--- src/rtl/branch_sequencer.sv ---
// Branch sequencer: turns a taken branch-unit result into a registered redirect handshake
// to the PC module. Define BRANCH_DELAY_SLOT_EN to retire one delay-slot instruction first.
module branch_sequencer (
    input  logic        clk,
    input  logic        rst,
    input  logic        br_valid,
    input  logic        br_taken,
    input  logic        br_link,
    input  logic [31:0] br_pc,
    input  logic [31:0] br_target,
    input  logic        instr_advance,
    input  logic        fetch_ready,
    output logic        redirect_valid,
    output logic [31:0] redirect_pc,
    output logic        flush,
    output logic        stall,
    output logic        busy,
    output logic        link_we,
    output logic [31:0] link_data,
    output logic        misalign,
    output logic        overlap_err,
    output logic [15:0] taken_count
);

    typedef enum logic [1:0] {
        ST_IDLE     = 2'd0,
        ST_SLOT     = 2'd1,
        ST_REDIRECT = 2'd2
    } state_t;

`ifdef BRANCH_DELAY_SLOT_EN
    localparam state_t      TAKEN_STATE = ST_SLOT;
    localparam logic [31:0] LINK_OFFSET = 32'd8;
`else
    localparam state_t      TAKEN_STATE = ST_REDIRECT;
    localparam logic [31:0] LINK_OFFSET = 32'd4;
`endif

    state_t      state_q, state_d;
    logic [31:0] target_q, target_d;
    logic        redirect_valid_q, redirect_valid_d;
    logic [31:0] redirect_pc_q, redirect_pc_d;
    logic        flush_q, flush_d;
    logic        stall_q, stall_d;
    logic        busy_q, busy_d;
    logic        link_we_q, link_we_d;
    logic [31:0] link_data_q, link_data_d;
    logic        misalign_q, misalign_d;
    logic        overlap_err_q, overlap_err_d;
    logic [15:0] taken_count_q, taken_count_d;

    always_comb begin
        state_d       = state_q;
        target_d      = target_q;
        link_data_d   = link_data_q;
        overlap_err_d = overlap_err_q;
        taken_count_d = taken_count_q;
        link_we_d     = 1'b0;
        misalign_d    = 1'b0;

        case (state_q)
            ST_IDLE: begin
                if (br_valid) begin
                    // Link is written for taken and not-taken branches alike.
                    if (br_link) begin
                        link_we_d   = 1'b1;
                        link_data_d = br_pc + LINK_OFFSET;
                    end
                    if (br_taken) begin
                        target_d   = {br_target[31:2], 2'b00};
                        misalign_d = |br_target[1:0];
                        state_d    = TAKEN_STATE;
                    end
                end
            end
            ST_SLOT: begin
                if (instr_advance) begin
                    state_d = ST_REDIRECT;
                end
            end
            ST_REDIRECT: begin
                if (fetch_ready) begin
                    state_d       = ST_IDLE;
                    taken_count_d = taken_count_q + 16'd1;
                end
            end
            default: begin
                state_d = ST_IDLE;
            end
        endcase

        // A second branch result while one is in flight is dropped and flagged.
        if (br_valid && (state_q != ST_IDLE)) begin
            overlap_err_d = 1'b1;
        end

        redirect_valid_d = (state_d == ST_REDIRECT);
        redirect_pc_d    = (state_d == ST_REDIRECT) ? target_d : 32'd0;
        flush_d          = (state_d == ST_REDIRECT) && (state_q != ST_REDIRECT);
        stall_d          = (state_d == ST_REDIRECT);
        busy_d           = (state_d != ST_IDLE);
    end

    always_ff @(posedge clk) begin
        if (rst) begin
            state_q          <= ST_IDLE;
            target_q         <= 32'd0;
            redirect_valid_q <= 1'b0;
            redirect_pc_q    <= 32'd0;
            flush_q          <= 1'b0;
            stall_q          <= 1'b0;
            busy_q           <= 1'b0;
            link_we_q        <= 1'b0;
            link_data_q      <= 32'd0;
            misalign_q       <= 1'b0;
            overlap_err_q    <= 1'b0;
            taken_count_q    <= 16'd0;
        end else begin
            state_q          <= state_d;
            target_q         <= target_d;
            redirect_valid_q <= redirect_valid_d;
            redirect_pc_q    <= redirect_pc_d;
            flush_q          <= flush_d;
            stall_q          <= stall_d;
            busy_q           <= busy_d;
            link_we_q        <= link_we_d;
            link_data_q      <= link_data_d;
            misalign_q       <= misalign_d;
            overlap_err_q    <= overlap_err_d;
            taken_count_q    <= taken_count_d;
        end
    end

    assign redirect_valid = redirect_valid_q;
    assign redirect_pc    = redirect_pc_q;
    assign flush          = flush_q;
    assign stall          = stall_q;
    assign busy           = busy_q;
    assign link_we        = link_we_q;
    assign link_data      = link_data_q;
    assign misalign       = misalign_q;
    assign overlap_err    = overlap_err_q;
    assign taken_count    = taken_count_q;

endmodule
--- config.mk ---
export PLATFORM = sky130hd
export DESIGN_NAME = branch_sequencer
export DESIGN_NICKNAME = d
export VERILOG_FILES = /design/src/rtl/branch_sequencer.sv
export SDC_FILE = /design/constraint.sdc
export NUM_CORES = 1
export LEC_CHECK = 0
export BUFFER_PORTS_ARGS = -buffer_cell sky130_fd_sc_hd__buf_4
export CAP_MARGIN = 20
export CORE_AREA = 3 3 134 136
export DETAILED_ROUTE_END_ITERATION = 7
export DIE_AREA = 0 0 137 139
export PLACE_DENSITY = 0.59
export SYNTH_ARGS = -nofsm -noshare
export SYNTH_HDL_FRONTEND = slang
export SYNTH_SLANG_ARGS = --single-unit
--- constraint.sdc ---
create_clock -name clk -period 1.8 [get_ports clk]
set_input_delay 0.09 -clock clk [delete_from_list [all_inputs] [get_ports clk]]
set_output_delay 0.09 -clock clk [all_outputs]
set_load 0.005 [all_outputs]
After elaboration in Yosys (flattened, before gate mapping)

Index checks and enable logic that the tools add are counted.

Output and inout bits: 87
Word-level logic and storage cells: 41
Flip-flop bits (word level): 120
Input bits: 71

Bitwise gates (word level): 4
$add $sub $neg: 2
Reductions and logical operators: 11
Equality and inequality tests: 4
Mux-type cells: 9

Operators by type and width:

| operator              | count |
|---|---|
| $mux 32               | 3 |
| $add 32x3->32 const B | 1 |
| $add 16x1->16 const B | 1 |
| $mux 2                | 4 |
| $pmux 2 s3            | 1 |
| $eq 2x2->1 const B    | 2 |
| $not 1->1             | 4 |
| $reduce_bool 2->1     | 2 |
| $reduce_or 2->1       | 2 |
| $reduce_or 4->1       | 1 |
| $reduce_and 3->1      | 1 |
| $reduce_or 3->1       | 1 |
| $eq 2x1->1 const B    | 1 |
| $logic_and 1x1->1     | 2 |
| $logic_not 2->1       | 1 |
| $ne 2x2->1 const B    | 1 |
| $reduce_and 2->1      | 1 |
| $mux 1                | 1 |

Depth between registers and ports, before layout

Gate-level depths: netlist (run 1).

Word-level depth: 6
Gate-level depth with buffers: 7
Gate-level depth less buffers: 5

Least setup slack after synthesis (run 1)

No wires, ideal clock.

Path type: register to register
From: register state_q[1]
To: register taken_count_q[15] (netlist: taken_count[15])
Buffers on the path: 1
Path slack: -111 ps
Setup time: 121 ps
Required time: 1679 ps
Period minus slack after synthesis: 1911 ps
Stages on the path, launching flop included: 6
Arrival time: 1790 ps
Cells stage by stage: dfxtp_1 buf_2 nand3b_1 nor4_1 nor3b_1 mux2_2

Cells in the longest elaborated chain, start to end: 2

Ends and longest elaborated chain:

| what                              | RTL line | source |
|---|---|---|
| start: declaration                | 39       | `state_t state_q, state_d;` |
| start signal: assignment          | 119      | `state_q <= state_d;` |
| $eq 2x2->1                        | 61       | `case (state_q)` |
| $reduce_and 2->1 (no source line) | -        |  |
| end signal: assignment            | 130      | `taken_count_q <= taken_count_d;` |
| end: declaration                  | 50       | `logic [15:0] taken_count_q, taken_count_d;` |

Every way passes these cells.
A chain may end at the register's enable or synchronous reset.

Final worst setup path (run 1)

From: input br_pc[14]
To: register link_data_q[25] (netlist: link_data[25])

Cells in the longest elaborated chain, start to end: 1

Ends and longest elaborated chain:

| what                   | RTL line | source |
|---|---|---|
| start: declaration     | 9        | `input logic [31:0] br_pc,` |
| $add 32x3->32          | 67       | `link_data_d = br_pc + LINK_OFFSET;` |
| end signal: assignment | 127      | `link_data_q <= link_data_d;` |
| end: declaration       | 47       | `logic [31:0] link_data_q, link_data_d;` |

Every way passes these cells.

==> results of run 1 <==
-- state kept, by name, indices dropped and copies added, names as in the netlist --
register / count
link_data: 32
redirect_pc: 32
target_q: 32
taken_count: 16
state_q: 2
busy: 1
flush: 1
link_we: 1
misalign: 1
overlap_err: 1
stall: 1
-- cells in the mapped netlist (7+ instances only) --
cell	number	area share, %
nor2_1	88	7.3
a31oi_1	13	1.8
mux2i_1	31	6.8
nand3_1	17	1.9
clkbuf_1	19	1.6
nand4_1	10	1.4
nand2_1	20	1.7
o31ai_1	7	1.2
or4_1	9	1.5
nor3_1	7	0.77
a21oi_1	17	1.9
dfxtp_1	120	53
o21ai_0	33	3.6
xnor2_1	13	2.5
inv_1	11	0.91
or3_1	12	1.7
-- what timing repair did --
item,in CTS,in global routing
resized for setup,0,4
setup endpoints to repair,0,8
setup buffers,0,3
endpoints found under the hold margin,87,0
hold buffers,57,0
-- power by group through the flow --
stage,clock [mW],combinational [mW],sequential [mW]
6_report,3.52,0.782,2.83
4_1_cts,3.62,0.791,2.83
5_1_grt,3.72,0.866,2.84
2_1_floorplan,0,0.286,2.89
3_5_place_dp,0,0.689,2.89
3_3_place_gp,0,0.686,2.89
-- metal layers --
metal,global-route usage (%),vias up,wire (um)
met4,5.36,0,227
met3,5.01,17,795
met5,0,-,0
met1,17.2,1980,5790
met2,20.6,109,6030
li1,-,2188,-
-- metrics by stage --
| step | setup TNS [ns] | std cells | utilization (%) | cell area, sq um |
|---|---|---|---|---|
| 2_1_floorplan | -0.00853 | 488 | - | 4560 |
| 3_3_place_gp | 0 | 870 | 36.2 | 6170 |
| 3_5_place_dp | -0.0524 | 870 | 36.2 | 6170 |
| 4_1_cts | 0 | 959 | 43.1 | 7360 |
| 5_1_grt | 0 | 962 | 43.3 | 7390 |
| 6_report | 0 | 962 | 43.3 | 7390 |
-- cell type report --
cell class,instances,area (sq um),share of cell area (%)
tap,225,282,3.81
clock buffer,22,474,6.42
sequential,120,2400,32.5
clock inverter,10,143,1.93
inverter,11,41.3,0.559
timing repair buffer,247,2050,27.8
multi-input combinational,327,1990,27.0
-- how the worst max path moves through the flow --
stage,start,to,slack (ns),cells after the start
after global routing,br_pc[14],link_data[25],0.004,6
after global placement,br_pc[3],link_data[26],0.001,6
final,br_pc[14],link_data[25],0.07,6
after floorplan,state_q[1],taken_count[15],-0.009,5
after CTS,br_pc[13],link_data[25],0.02,7
after detailed placement,br_pc[3],link_data[26],-0.03,6
-- worst reg2reg max path, cell delays in order, from the launching register on --
cell	delay [ns]
dfxtp_1	0.42
nand3b_1	0.14
nor4_2	0.35
nor3b_1	0.25
mux2_2	0.35
-- kinds of logic (layout without fill, tap and decap cells) --
kind of cell | Yosys count | in the layout
XOR/XNOR | 19 | 19
AND/OR/NAND/NOR | 190 | 190
AO/OA/AOI/OAI | 82 | 82
multiplexers | 34 | 34
adder cells (fa/ha/maj) | 2 | 2
flip-flops | 120 | 120
buffers and inverters | 41 | 290
==> results.sh, run 1 <==
export IMPL_outcome="complete, no violations"
export IMPL_clkPwrFrac_pct=49.3
export IMPL_synth_warning_count=0
export IMPL_fp_row_count=48
export IMPL_drv_cap=0
export IMPL_crit_path_max_incr_delay_ns=0.58
export IMPL_finalCriticalPeriod_ns=1.73
export IMPL_wl_mm=12.8
export IMPL_crit_type="in -> reg"
export IMPL_slew_violations=0
export IMPL_hold_end="link_data[7]"
export IMPL_hold_violations=0
export IMPL_rsz0062_at_grt="false"
export IMPL_via_count=4294
export IMPL_p_total_mw=7.13
export IMPL_clk_pin_slew_ns=0.05
export IMPL_powerDensity_nw_per_um2=965
export IMPL_synth_compound_area_share_pct=10.5
export IMPL_syn_instance_count=488
export IMPL_initial_core_util_pct=26.7
export IMPL_place_worst_setup_slack_ns=-0.0289
export IMPL_synth_area_per_cell_sq_um=9.32
export IMPL_dp_hpwl_mm=8.51
export IMPL_cpLargestDelayFamily="simple AND/OR/NAND/NOR gates"
export IMPL_ant_nets=0
export IMPL_swShare_pct=22.8
export IMPL_grt_pass1_vias=4107
export IMPL_die_h_um=139
export IMPL_fin_crit_sh_pct=95.8
export IMPL_holdWs_ns=0.0243
export IMPL_syn_num_nets=561
export IMPL_avgRoutedWirePerCell_um=13.3
export IMPL_path_cells="dlygate4sd3_1 > nand2_1 > or4_4 > buf_6 > or4_1 > a31oi_1"
export IMPL_io_pins=158
export IMPL_cts_tree="yes"
export IMPL_r2r_slack_ns=0.19
export IMPL_relSlewSlack_pct=75.0
export IMPL_htree_levels=4
export IMPL_layout_drive_gt1_share_pct=31.8
export IMPL_start_kind="input pin"
export IMPL_worstPathMaxFanout=8
export IMPL_r2r_cells=4
export IMPL_antenna_found_initial=0
export IMPL_p_seq_share_pct=39.7
export IMPL_reg2reg_to="taken_count[15]"
export IMPL_timing_fmax_ghz=0.580
export IMPL_die_width_um=137
export IMPL_synth_distinct_cells=44
export IMPL_diodes=0
export IMPL_port_buffers=157
export IMPL_p_leak_nw=3.25
export IMPL_nets=797
export IMPL_grt_overflow_total=0
export IMPL_grtUsageTotal_pct=13.5
export IMPL_cp_required_ns=2.14
export IMPL_synth_seq_cells=120
export IMPL_min_path_type="in -> reg"
export IMPL_switchingPower_mw=1.63
export IMPL_vdd_drop_max_v=0.000603
export IMPL_synth_fa_ha_area_share_pct=0.550
export IMPL_skew_ns=0.00498
export IMPL_fin_ws_ns=0.0748
export IMPL_cts_sinks=120
export IMPL_drc=0
export IMPL_nFillCells=1705
export IMPL_core_area_sq_um=17100
export IMPL_yosys_area_share_simple_pct=20.9
export IMPL_setup_viol=0
export IMPL_yosysSeqAreaShare_pct=52.8
export IMPL_cts_buffer_depth=2
export IMPL_drt_initial_drc_count=146
export IMPL_worst_pin_slew_ns=0.374
export IMPL_async_flop_share_pct=0
export IMPL_synth_cell_area_sq_um=4550
export IMPL_insertion_delay_ns=0.41
export IMPL_r2r_start="state_q[1]"
export IMPL_critPathSlowestCell="dlygate4sd3_1"
export IMPL_root_buffer="clkbuf_16"
export IMPL_synth_xor_area_share_pct=3.66
export IMPL_grt_start_max_net_pins=37
export IMPL_area_growth_syn_to_layout_pct=62.5
export IMPL_cts_buffers=17
export IMPL_synthMuxAreaShare_pct=7.57
export IMPL_grt_pass1_wl_mm=20.6
export IMPL_endpoint_kind="register"
export IMPL_viasPerCell=4.46
export IMPL_die_area_sq_um=19000
export IMPL_synth_top_family_by_area="simple AND/OR/NAND/NOR gates"
export IMPL_path_buf_inv=2
export IMPL_arrival_ns=2.06
export IMPL_final_common_cell="buf_4"
export IMPL_firstDrtPassIters=4
export IMPL_holdPathStages=3
export IMPL_combPwrFrac_pct=11.0
export IMPL_synth_edf_count=0
export IMPL_layout_common_cells="buf_4, dfxtp_1, nor2_1"
export IMPL_gp_congestion=0.732
export IMPL_internal_power_mw=5.51
export IMPL_worstHoldStart="br_pc[7]"
export IMPL_ys_dominant_reg_cell="dfxtp_1"
No activity file was read; power rests on OpenSTA's default activity.
==> run 2, diff against run 1 <==
Settings changed: ABC_AREA set to 1, CORE_AREA 3 3 134 136 to 3 3 140 142, DIE_AREA 0 0 137 139 to 0 0 143 145, PLACE_DENSITY 0.59 to 0.56.
Clock period 1.8 ns to 2.2 ns, I/O delays scaled along.
==> results.sh, run 2 <==
export IMPL_nets=946
export IMPL_utilization_pct=39.4
export IMPL_synthMuxAreaShare_pct=6.03
export IMPL_r2r_cells=7
export IMPL_synth_xor_area_share_pct=1.23
export IMPL_multi_input_area_sq_um=2160
export IMPL_worstPathMaxFanout=5
export IMPL_cts_setup_buffers=0
export IMPL_start_kind="input pin"
export IMPL_grt_pass1_wl_mm=23.4
export IMPL_yosys_top_cells_count="nor2_1, nand2_1, dfxtp_1, inv_1, nand3_1"
export IMPL_reg2reg_to="redirect_pc[23]"
export IMPL_cts_sinks=120
export IMPL_core_area_sq_um=18600
export IMPL_viasPerCell=4.29
export IMPL_drv_cap=0
export IMPL_diodes=0
export IMPL_final_cells=1120
export IMPL_root_buffer="clkbuf_16"
export IMPL_cts_buffers=17
export IMPL_insertion_delay_ns=0.41
export IMPL_fin_crit_sh_pct=75.3
export IMPL_startpoint="br_pc[2]"
export IMPL_synth_distinct_cells=30
export IMPL_avgRoutedWirePerCell_um=12.8
export IMPL_yosysTopAreaCellShare_pct=48.3
export IMPL_synth_compound_area_share_pct=5.70
export IMPL_io_pins=158
export IMPL_crit_path_max_incr_delay_ns=0.52
export IMPL_clk_pin_slew_ns=0.06
export IMPL_synth_cell_area_sq_um=4980
export IMPL_holdWs_ns=0.0169
export IMPL_dpl_cell_count=1051
export IMPL_fin_ws_ns=0.544
export IMPL_hold_violations=0
export IMPL_hold_buffers=37
export IMPL_cts_buffer_depth=2
export IMPL_powerDensity_nw_per_um2=761
export IMPL_cts_tree="yes"
export IMPL_die_h_um=145
export IMPL_rsz0062_at_grt="false"
export IMPL_synth_edf_count=0
export IMPL_drt_initial_drc_count=244
export IMPL_die_width_um=143
export IMPL_grt_pass1_vias=4754
export IMPL_finalCriticalPeriod_ns=1.66
export IMPL_regArea_sq_um=2400
export IMPL_gp_congestion=0.877
export IMPL_fp_row_count=50
export IMPL_dp_hpwl_mm=10.4
export IMPL_timing_fmax_ghz=0.604
export IMPL_via_count=4802
export IMPL_wl_met3_um=933
export IMPL_grt_overflow_total=0
export IMPL_final_common_cell="nor2_1"
export IMPL_r2r_slack_ns=0.64
export IMPL_synth_seq_cells=120
export IMPL_htree_levels=4
export IMPL_endpoint_kind="register"
export IMPL_die_area_sq_um=20700
export IMPL_p_leak_nw=3.54
export IMPL_vdd_drop_max_v=0.000501
export IMPL_ys_dominant_reg_cell="dfxtp_1"
export IMPL_firstDrtPassIters=4
export IMPL_syn_num_nets=751
export IMPL_outcome="complete, no violations"
export IMPL_initial_core_util_pct=26.8
export IMPL_port_buffers=157
export IMPL_min_path_type="in -> reg"
export IMPL_yosys_area_share_simple_pct=29.9
export IMPL_layout_common_cells="nor2_1, buf_4, nand2_1"
export IMPL_cts_resized=0
export IMPL_grt_start_max_net_pins=58
export IMPL_synth_top_family_by_area="simple AND/OR/NAND/NOR gates"
export IMPL_r2r_start="state_q[0]"
export IMPL_setup_tns_final_ns=0
export IMPL_synth_most_common_cell="nor2_1"
export IMPL_arrival_ns=1.97
export IMPL_met2_length_mm=6.48
export IMPL_critPathSlowestCell="dlygate4sd3_1"
export IMPL_path_buf_inv=5
export IMPL_nFillCells=1940
export IMPL_ant_nets=0
export IMPL_slew_violations=0
export IMPL_setup_worst_path_end="link_data[24]"
export IMPL_synth_fa_ha_area_share_pct=0.503
export IMPL_drc=0
export IMPL_drt_met1_wl_mm=6.64
export IMPL_synth_area_per_cell_sq_um=7.34
export IMPL_synth_warning_count=0
export IMPL_setup_viol=0
export IMPL_wl_mm=14.4
export IMPL_relSlewSlack_pct=62.0
export IMPL_ys_top_cells_by_area="dfxtp_1, nor2_1, nand2_1"
export IMPL_place_worst_setup_slack_ns=0.617
export IMPL_yosysSeqAreaShare_pct=48.3
export IMPL_skew_ns=0.00789
export IMPL_cpLargestDelayFamily="buffers and inverters"
export IMPL_area_growth_syn_to_layout_pct=47.0
export IMPL_async_flop_share_pct=0
export IMPL_path_cells="dlygate4sd3_1 > buf_4 > ha_1 > inv_1 > nor2_1 > nand3_1 > inv_1 > nand2_1 > nand2_1 > nand3_1 > nand2_1 > inv_1"
export IMPL_layout_drive_gt1_share_pct=23.5
export IMPL_path_depth=12
export IMPL_cp_required_ns=2.51
export IMPL_syn_instance_count=678
export IMPL_worst_pin_slew_ns=0.570
export IMPL_grtUsageTotal_pct=14.0
export IMPL_synth_top_area_cell="dfxtp_1"
export IMPL_antenna_found_initial=0
export IMPL_top_layer_used="met4"
export IMPL_crit_type="in -> reg"
## run 2: cell types whose count changed after synthesis, sizes merged, moves of 9 or more
cell,change
or4,-10
nand3,+20
nor2,+99
or3,-15
nand2,+110
a31oi,-13
inv,+64
xnor2,-9
clkbuf,-12
## run 2: cell families after synthesis
family,after synthesis
xor gates and xnor gates,7
adders and majority gates,2
and+or+nand+nor,367
buffers and inverters,98
DFF,120
AOI/OAI and AO/OA,54
muxes,30
## run 2: how the worst min path moves through the flow
stage                     startpoint       endpoint  slack (ns)  cells past startpoint
after floorplan             br_pc[2]   link_data[2]        0.20                      1
after global placement      br_pc[2]   link_data[2]        0.31                      2
after detailed placement    br_pc[2]   link_data[2]        0.31                      2
after CTS                  br_pc[30]  link_data[30]      0.0008                      5
after global routing        br_pc[4]   link_data[4]        0.04                      3
final                      br_pc[30]  link_data[30]        0.02                      5
## run 2: cell type report
type                       instances  area share (%)
tap                              234            4.00
multi-input combinational        460            29.6
clock inverter                    15            2.10
clock buffer                      17            5.81
timing repair buffer             199            21.8
inverter                          75            3.85
sequential                       120            32.8
## run 2: report_power, final
group / internal [mW] / switching [mW] / total [mW]
sequential: 2.26 / 0.0389 / 2.30
clock: 1.51 / 1.18 / 2.69
combinational: 0.300 / 0.289 / 0.589
## run 2: through the flow
step           total power [mW]  area [sq um]
2_1_floorplan              2.61          4980
3_3_place_gp               2.88          6370
3_5_place_dp               2.89          6370
4_1_cts                    5.66          7320
5_1_grt                    5.84          7320
6_report                   5.57          7320
## run 2: metal layers
| metal | global-route usage [%] | vias to the layer above |
|---|---|---|
| met5 | 0 | - |
| met4 | 5.13 | 0 |
| met3 | 4.32 | 24 |
| met2 | 22.8 | 154 |
| met1 | 17.3 | 2118 |
| li1 | - | 2506 |
## run 2: worst min-delay path: cells and delay by family
kind	cells	cell delay [ns]
buffers and inverters	2	0.13
and+or+nand+nor	3	0.16
